**src/rtl/subleq_sequencer.sv**
```systemverilog
// rtl/subleq_sequencer.sv - SUBLEQ instruction sequencer with a 4-phase req/ack memory port
// Fetches operands, stores DB-DA and branches; supports run/step, halt requests and negative-target halt.
module subleq_sequencer #(
  parameter int WORD_BITS   = 16,
  parameter int ADDR_BITS   = 16,
  parameter int RESET_PC    = 0,
  parameter int HALT_ON_NEG = 1,
  parameter int COUNT_BITS  = 32
) (
  input  logic                  clk,
  input  logic                  areset,
  input  logic                  run,
  input  logic                  step,
  input  logic                  halt_req,
  output logic                  mem_req,
  output logic                  mem_we,
  output logic [ADDR_BITS-1:0]  mem_addr,
  output logic [WORD_BITS-1:0]  mem_wdata,
  input  logic [WORD_BITS-1:0]  mem_rdata,
  input  logic                  mem_ack,
  output logic [ADDR_BITS-1:0]  pc,
  output logic [COUNT_BITS-1:0] insn_count,
  output logic                  busy,
  output logic                  halted
);

  typedef enum logic [2:0] {
    S_IDLE, S_FETCH_A, S_DEREF_A, S_FETCH_B, S_DEREF_B, S_STORE, S_FETCH_C, S_HALT
  } state_t;

  state_t                state_q, state_d;
  logic                  wait_q, wait_d;
  logic                  halt_pend_q, halt_pend_d;
  logic [ADDR_BITS-1:0]  pc_q, pc_d;
  logic [WORD_BITS-1:0]  a_q, a_d, b_q, b_d, c_q, c_d, da_q, da_d, db_q, db_d;
  logic [COUNT_BITS-1:0] cnt_q, cnt_d;

  logic [WORD_BITS-1:0]  r;
  logic                  r_pos;
  logic                  mem_state;
  logic                  neg_target;

  assign r          = db_q - da_q;
  assign r_pos      = !r[WORD_BITS-1] && (r != '0);
  assign mem_state  = (state_q != S_IDLE) && (state_q != S_HALT);
  assign neg_target = (HALT_ON_NEG != 0) && c_q[WORD_BITS-1];

  always_ff @(posedge clk) begin
    if (areset) begin
      state_q     <= S_IDLE;
      wait_q      <= 1'b0;
      halt_pend_q <= 1'b0;
      pc_q        <= ADDR_BITS'(RESET_PC);
      a_q         <= '0;
      b_q         <= '0;
      c_q         <= '0;
      da_q        <= '0;
      db_q        <= '0;
      cnt_q       <= '0;
    end else begin
      state_q     <= state_d;
      wait_q      <= wait_d;
      halt_pend_q <= halt_pend_d;
      pc_q        <= pc_d;
      a_q         <= a_d;
      b_q         <= b_d;
      c_q         <= c_d;
      da_q        <= da_d;
      db_q        <= db_d;
      cnt_q       <= cnt_d;
    end
  end

  always_comb begin
    state_d     = state_q;
    wait_d      = wait_q;
    halt_pend_d = halt_pend_q;
    pc_d        = pc_q;
    a_d         = a_q;
    b_d         = b_q;
    c_d         = c_q;
    da_d        = da_q;
    db_d        = db_q;
    cnt_d       = cnt_q;
    mem_req     = 1'b0;
    mem_we      = 1'b0;
    mem_addr    = '0;
    mem_wdata   = '0;

    // Bus fields are only driven during the REQ phase so they read as zero otherwise.
    if (mem_state && !wait_q) begin
      mem_req = 1'b1;
      case (state_q)
        S_FETCH_A: mem_addr = pc_q;
        S_DEREF_A: mem_addr = a_q[ADDR_BITS-1:0];
        S_FETCH_B: mem_addr = pc_q + ADDR_BITS'(1);
        S_DEREF_B: mem_addr = b_q[ADDR_BITS-1:0];
        S_STORE: begin
          mem_addr  = b_q[ADDR_BITS-1:0];
          mem_we    = 1'b1;
          mem_wdata = r;
        end
        S_FETCH_C: mem_addr = pc_q + ADDR_BITS'(2);
        default:   mem_addr = '0;
      endcase
    end

    if (mem_state) halt_pend_d = halt_pend_q | halt_req;

    case (state_q)
      S_IDLE: begin
        wait_d = 1'b0;
        if (halt_req)         state_d = S_HALT;
        else if (run || step) state_d = S_FETCH_A;
      end
      S_HALT: begin
        wait_d = 1'b0;
      end
      default: begin
        if (!wait_q) begin
          if (mem_ack) begin
            wait_d = 1'b1;
            case (state_q)
              S_FETCH_A: a_d  = mem_rdata;
              S_DEREF_A: da_d = mem_rdata;
              S_FETCH_B: b_d  = mem_rdata;
              S_DEREF_B: db_d = mem_rdata;
              S_FETCH_C: c_d  = mem_rdata;
              default:   ;
            endcase
          end
        end else if (!mem_ack) begin
          wait_d = 1'b0;
          case (state_q)
            S_FETCH_A: state_d = S_DEREF_A;
            S_DEREF_A: state_d = S_FETCH_B;
            S_FETCH_B: state_d = S_DEREF_B;
            S_DEREF_B: state_d = S_STORE;
            S_STORE: begin
              if (r_pos) begin
                pc_d    = pc_q + ADDR_BITS'(3);
                cnt_d   = cnt_q + COUNT_BITS'(1);
                state_d = halt_pend_d ? S_HALT : S_IDLE;
              end else begin
                state_d = S_FETCH_C;
              end
            end
            S_FETCH_C: begin
              pc_d    = c_q[ADDR_BITS-1:0];
              cnt_d   = cnt_q + COUNT_BITS'(1);
              state_d = (halt_pend_d || neg_target) ? S_HALT : S_IDLE;
            end
            default: state_d = S_IDLE;
          endcase
        end
      end
    endcase
  end

  assign pc         = pc_q;
  assign insn_count = cnt_q;
  assign busy       = mem_state;
  assign halted     = (state_q == S_HALT);

endmodule

```
**config.mk**
```make
export PLATFORM = sky130hd
export DESIGN_NAME = subleq_sequencer
export DESIGN_NICKNAME = d
export VERILOG_FILES = /design/src/rtl/subleq_sequencer.sv
export SDC_FILE = /design/constraint.sdc
export NUM_CORES = 1
export LEC_CHECK = 0
export BUFFER_PORTS_ARGS = -buffer_cell sky130_fd_sc_hd__buf_2
export CELL_PAD_IN_SITES_DETAIL_PLACEMENT = 1
export CELL_PAD_IN_SITES_GLOBAL_PLACEMENT = 1
export CORE_MARGIN = 4
export CORE_UTILIZATION = 42
export CTS_CLUSTER_DIAMETER = 40
export DETAILED_ROUTE_END_ITERATION = 8
export PLACE_DENSITY = 0.85
export REMOVE_ABC_BUFFERS = 1
export SLEW_MARGIN = 20
export SYNTH_ARGS = -nofsm -noshare
export SYNTH_HDL_FRONTEND = slang
export SYNTH_SLANG_ARGS = --single-unit
```
**constraint.sdc**
```tcl
create_clock -name clk -period 3.6 [get_ports clk]
set_clock_uncertainty 0.05 [all_clocks]
set_input_delay 0.72 -clock clk [delete_from_list [all_inputs] [get_ports clk]]
set_output_delay 0.72 -clock clk [all_outputs]
set_load 0.02 [all_outputs]
```
==> run_results.csv <==
group,metric,value,unit
die,die_w,144.4,um
run_status,violations,"negative setup slack",
timing,worst_slack,-0.1243,ns
setup_path,r2r_start,"db_q[0]",
yosys,syn_area,0.007809,sq mm
die,rows,49,
setup_path,slowest_delay,0.54,ns
setup_path,critPathKind,"reg2reg",
worst_hold_path,hold_start,"a_q[1]",
yosys,yosysTopAreaCell,"dfxtp_1",
pwr,power,6.160,mW
finish,final_layout_size_suffix_gt1_share,23.59,%
cts,cts.sinks,133,
yosys,synth_commonest_cells,"229 x nand2_1, 154 x a21oi_1, 133 x dfxtp_1",
yosys,ys_seq_elements,133,
finish,multiInputGateArea,0.004990,sq mm
yosys,ys_seq_area_share,34.10,%
routing,detail-route-antenna-nets,0,
pwr,p_comb_share,43.0,%
finish,design_area,0.009713,sq mm
pwr,netSwitchingFraction,39.22,%
setup_path,arrival,4.04,ns
yosys,ys_warn_count,0,
worst_hold_path,holdPathEnd,"a_q[1]",
routing,dr.pass1.iters,5,
yosys,synth-main-ff-cell,"dfxtp_1",
timing,fmax,0.2685,GHz
yosys,yosysTopAreaCellShare,34.10,%
worst_hold_path,hold_class,"reg2reg",
pwr,internal_power,3.744,mW
timing,setup_violations,29,
grt,grt_max_degree,61,
routing,drc,0,
yosys,synthArstFlopShare,0,%
grt,grt_first_pass_wirelength,45910,um
flow_run,maxCapViolations,0,
finish,fillerInstances,2243,
routing,drt-total-wl,30000,um
cts,clkLatencyLatePin,0.43,ns
setup_path,startpoint_type,"flip-flop",
yosys,ys_top_cells_by_area,"dfxtp_1 34%, nand2_1 11%, a21oi_1 9.9%",
setup_path,crit_fanout,26,
timing,min_period_over_period,103.5,%
cts,cts_tree,"built",
timing,relSlewSlack,46.75,%
cts,cts_root_buffer,"clkbuf_16",
cts,h-tree-depth,4,
pwr,p_sw,2.416,mW
worst_hold_path,whs_path_depth,2,
setup_path,worstSetupEndpointType,"flip-flop",
setup_path,critPathSlowestCell,"or4_1",
yosys,syn-instance-count,1077,
pwr,sequentialPowerShare,27.4,%
setup_path,worstPathCellList,"inv_2 -> ha_4 -> inv_2 -> fa_2 -> a211o_1 -> a211o_1 -> a211oi_1 -> o221ai_2 -> o211ai_1 -> or4_4 -> o21ai_4 -> buf_12 -> buf_12 -> or4_1 -> a21oi_2",
pwr,p_per_area,634.2,mW/mm^2
grt,grt_pass1_vias,8616,
pwr,pwr-share-clk,29.5,%
yosys,synth_edf_count,0,
routing,drt_iter0_drc,585,
setup_path,crit_buf_inv,4,
die,initial_core_util,43.03,%
finish,area_delta_synth_final,24.39,%
routing,post_drt_wl_per_cell,21.13,um
cts,clkTransAtPathRegs,0.06,ns
grt,grt_use_total,27.69,%
finish,final_util,53.52,%
finish,fin_nets,1223,
die,ios,106,
placement,hpwl,20000,um
timing,rsz0062_at_grt,"true",
cts,numCtsBuffers,17,
placement,place_ws,-0.1109,ns
grt,antenna_found_initial,0,
setup_path,cpLargestDelayFamily,"compound AO/OA/AOI/OAI gates",
yosys,post_synth_num_cell_types,70,
timing,post-route-min-period,3.724,ns
setup_path,reg2reg_slack,-0.12,ns
die,die_area,0.02084,sq mm
setup_path,worstPathRequired,3.91,ns
finish,diodes,0,
timing,tightestPinTransition,0.7966,ns
setup_path,ff2ff_path_depth,15,
timing,maxSlewViolCount,0,
die,die_h,144.4,um
placement,placed_area,0.008662,sq mm
finish,regArea,0.002673,sq mm
cts,max-clock-path-buffers,2,
routing,vias,8808,
die,core,0.01815,sq mm
run_status,status,"finished, violations left",
placement,routabilityCongestion,0.9246,
yosys,synth_most_common_cell,"nand2_1",
placement,port_buffers,105,
yosys,avgSynthCellArea,7.250,sq um
routing,routed_via_density,6.203,
setup_path,regToRegEndpoint,"insn_count[22]",
grt,gr-total-overflow,0,
timing,finalHoldViolCount,0,
pwr,ir_drop,0.4388,mV
pwr,power_leakage,3.620,nW
layout make-up:
| class | count | area share, % |
|---|---|---|
| well taps | 229 | 2.950 |
| flip-flops and latches | 133 | 27.52 |
| clock buffers | 22 | 4.882 |
| repair buffers | 162 | 10.63 |
| clock inverters | 9 | 1.301 |
| inverters | 35 | 1.353 |
| multi-input cells | 830 | 51.37 |
power by group through the flow:
stage                     logic, mW  registers (mW)  clock network [mW]
final                          2.65            1.69                1.82
after global routing           2.83            1.70                1.91
after CTS                      2.38            1.68                1.83
after detailed placement       2.29            1.71                   0
after global placement         2.23            1.70                   0
after floorplan                1.36            1.73                   0
worst max-delay path by stage:
stage            start              to  slack, ns  cells past startpoint
2_1_floorplan  db_q[0]  insn_count[16]      -0.97                     13
3_3_place_gp   da_q[4]  insn_count[18]       0.09                     13
3_5_place_dp   da_q[0]           pc[0]      -0.11                     13
4_1_cts        da_q[0]   mem_wdata[12]      0.006                     11
5_1_grt        db_q[0]           pc[0]      -0.25                     15
6_report       db_q[0]  insn_count[22]      -0.12                     15
repair_timing:
item / 4_1_cts / 5_1_grt
pin swaps: 2 / 29
cloned: 0 / 0
resized for setup: 13 / 77
endpoints found under the setup margin: 19 / 55
setup buffers: 2 / 7
hold buffers: 0 / 0
through the flow:
stage | cells | TNS (ns) | hold slack [ns]
6_report | 1420 | -2.199 | 0.4058
5_1_grt | 1420 | -7.948 | 0.4223
4_1_cts | 1413 | 0 | 0.4069
3_5_place_dp | 1380 | -0.1639 | 0.3981
3_3_place_gp | 1380 | 0 | 0.3885
2_1_floorplan | 998 | -33.32 | 0.3757
sequential cells by signal (all words and copies together), names as in the netlist:
name / count
a_q: 16
b_q: 16
c_q: 16
da_q: 16
db_q: 16
halt_pend_q: 1
insn_count: 32
pc: 16
state_q: 3
wait_q: 1
cells by family (layout without fill, tap and decap cells):
| kind of cell | after synthesis | after routing | share of synthesized area [%] |
|---|---|---|---|
| buf+inv | 114 | 228 | 6.489 |
| fa+ha+maj | 22 | 22 | 3.621 |
| simple gates | 462 | 462 | 27.40 |
| compound gates | 324 | 324 | 25.69 |
| xor+xnor | 14 | 14 | 1.570 |
| mux | 8 | 8 | 1.138 |
| flops | 133 | 133 | 34.10 |
metal layers:
layer	global-route usage (%)	vias to the layer above	part of all wire, %
met5	0	-	0
li1	-	4054	-
met4	9.573	0	2.9
met2	49.18	305	51
met3	4.762	71	5.3
met1	33.74	4378	41
layout by cell type (no fill, tap or decap), drive strengths merged, types with 13 or more instances in the layout:
master and instances:
nand2 229, buf 162, a21oi 154, dfxtp 133, nor2 75, inv 35, o21ai 34, o31ai 30
nand3 29, or4 28, clkbuf 22, ha 21, and3 16, o211ai 15, a22oi 13
worst register-to-register path, stage by stage (launching register included):
cell,delay (ns)
dfxtp_2,0.32
inv_2,0.07
ha_4,0.12
inv_2,0.04
fa_2,0.41
a211o_1,0.35
a211o_1,0.35
a211oi_1,0.33
o221ai_2,0.19
o211ai_1,0.16
or4_4,0.20
o21ai_4,0.07
buf_12,0.15
buf_12,0.15
or4_1,0.55
a21oi_2,0.15
No activity file was read; power rests on OpenSTA's default activity.
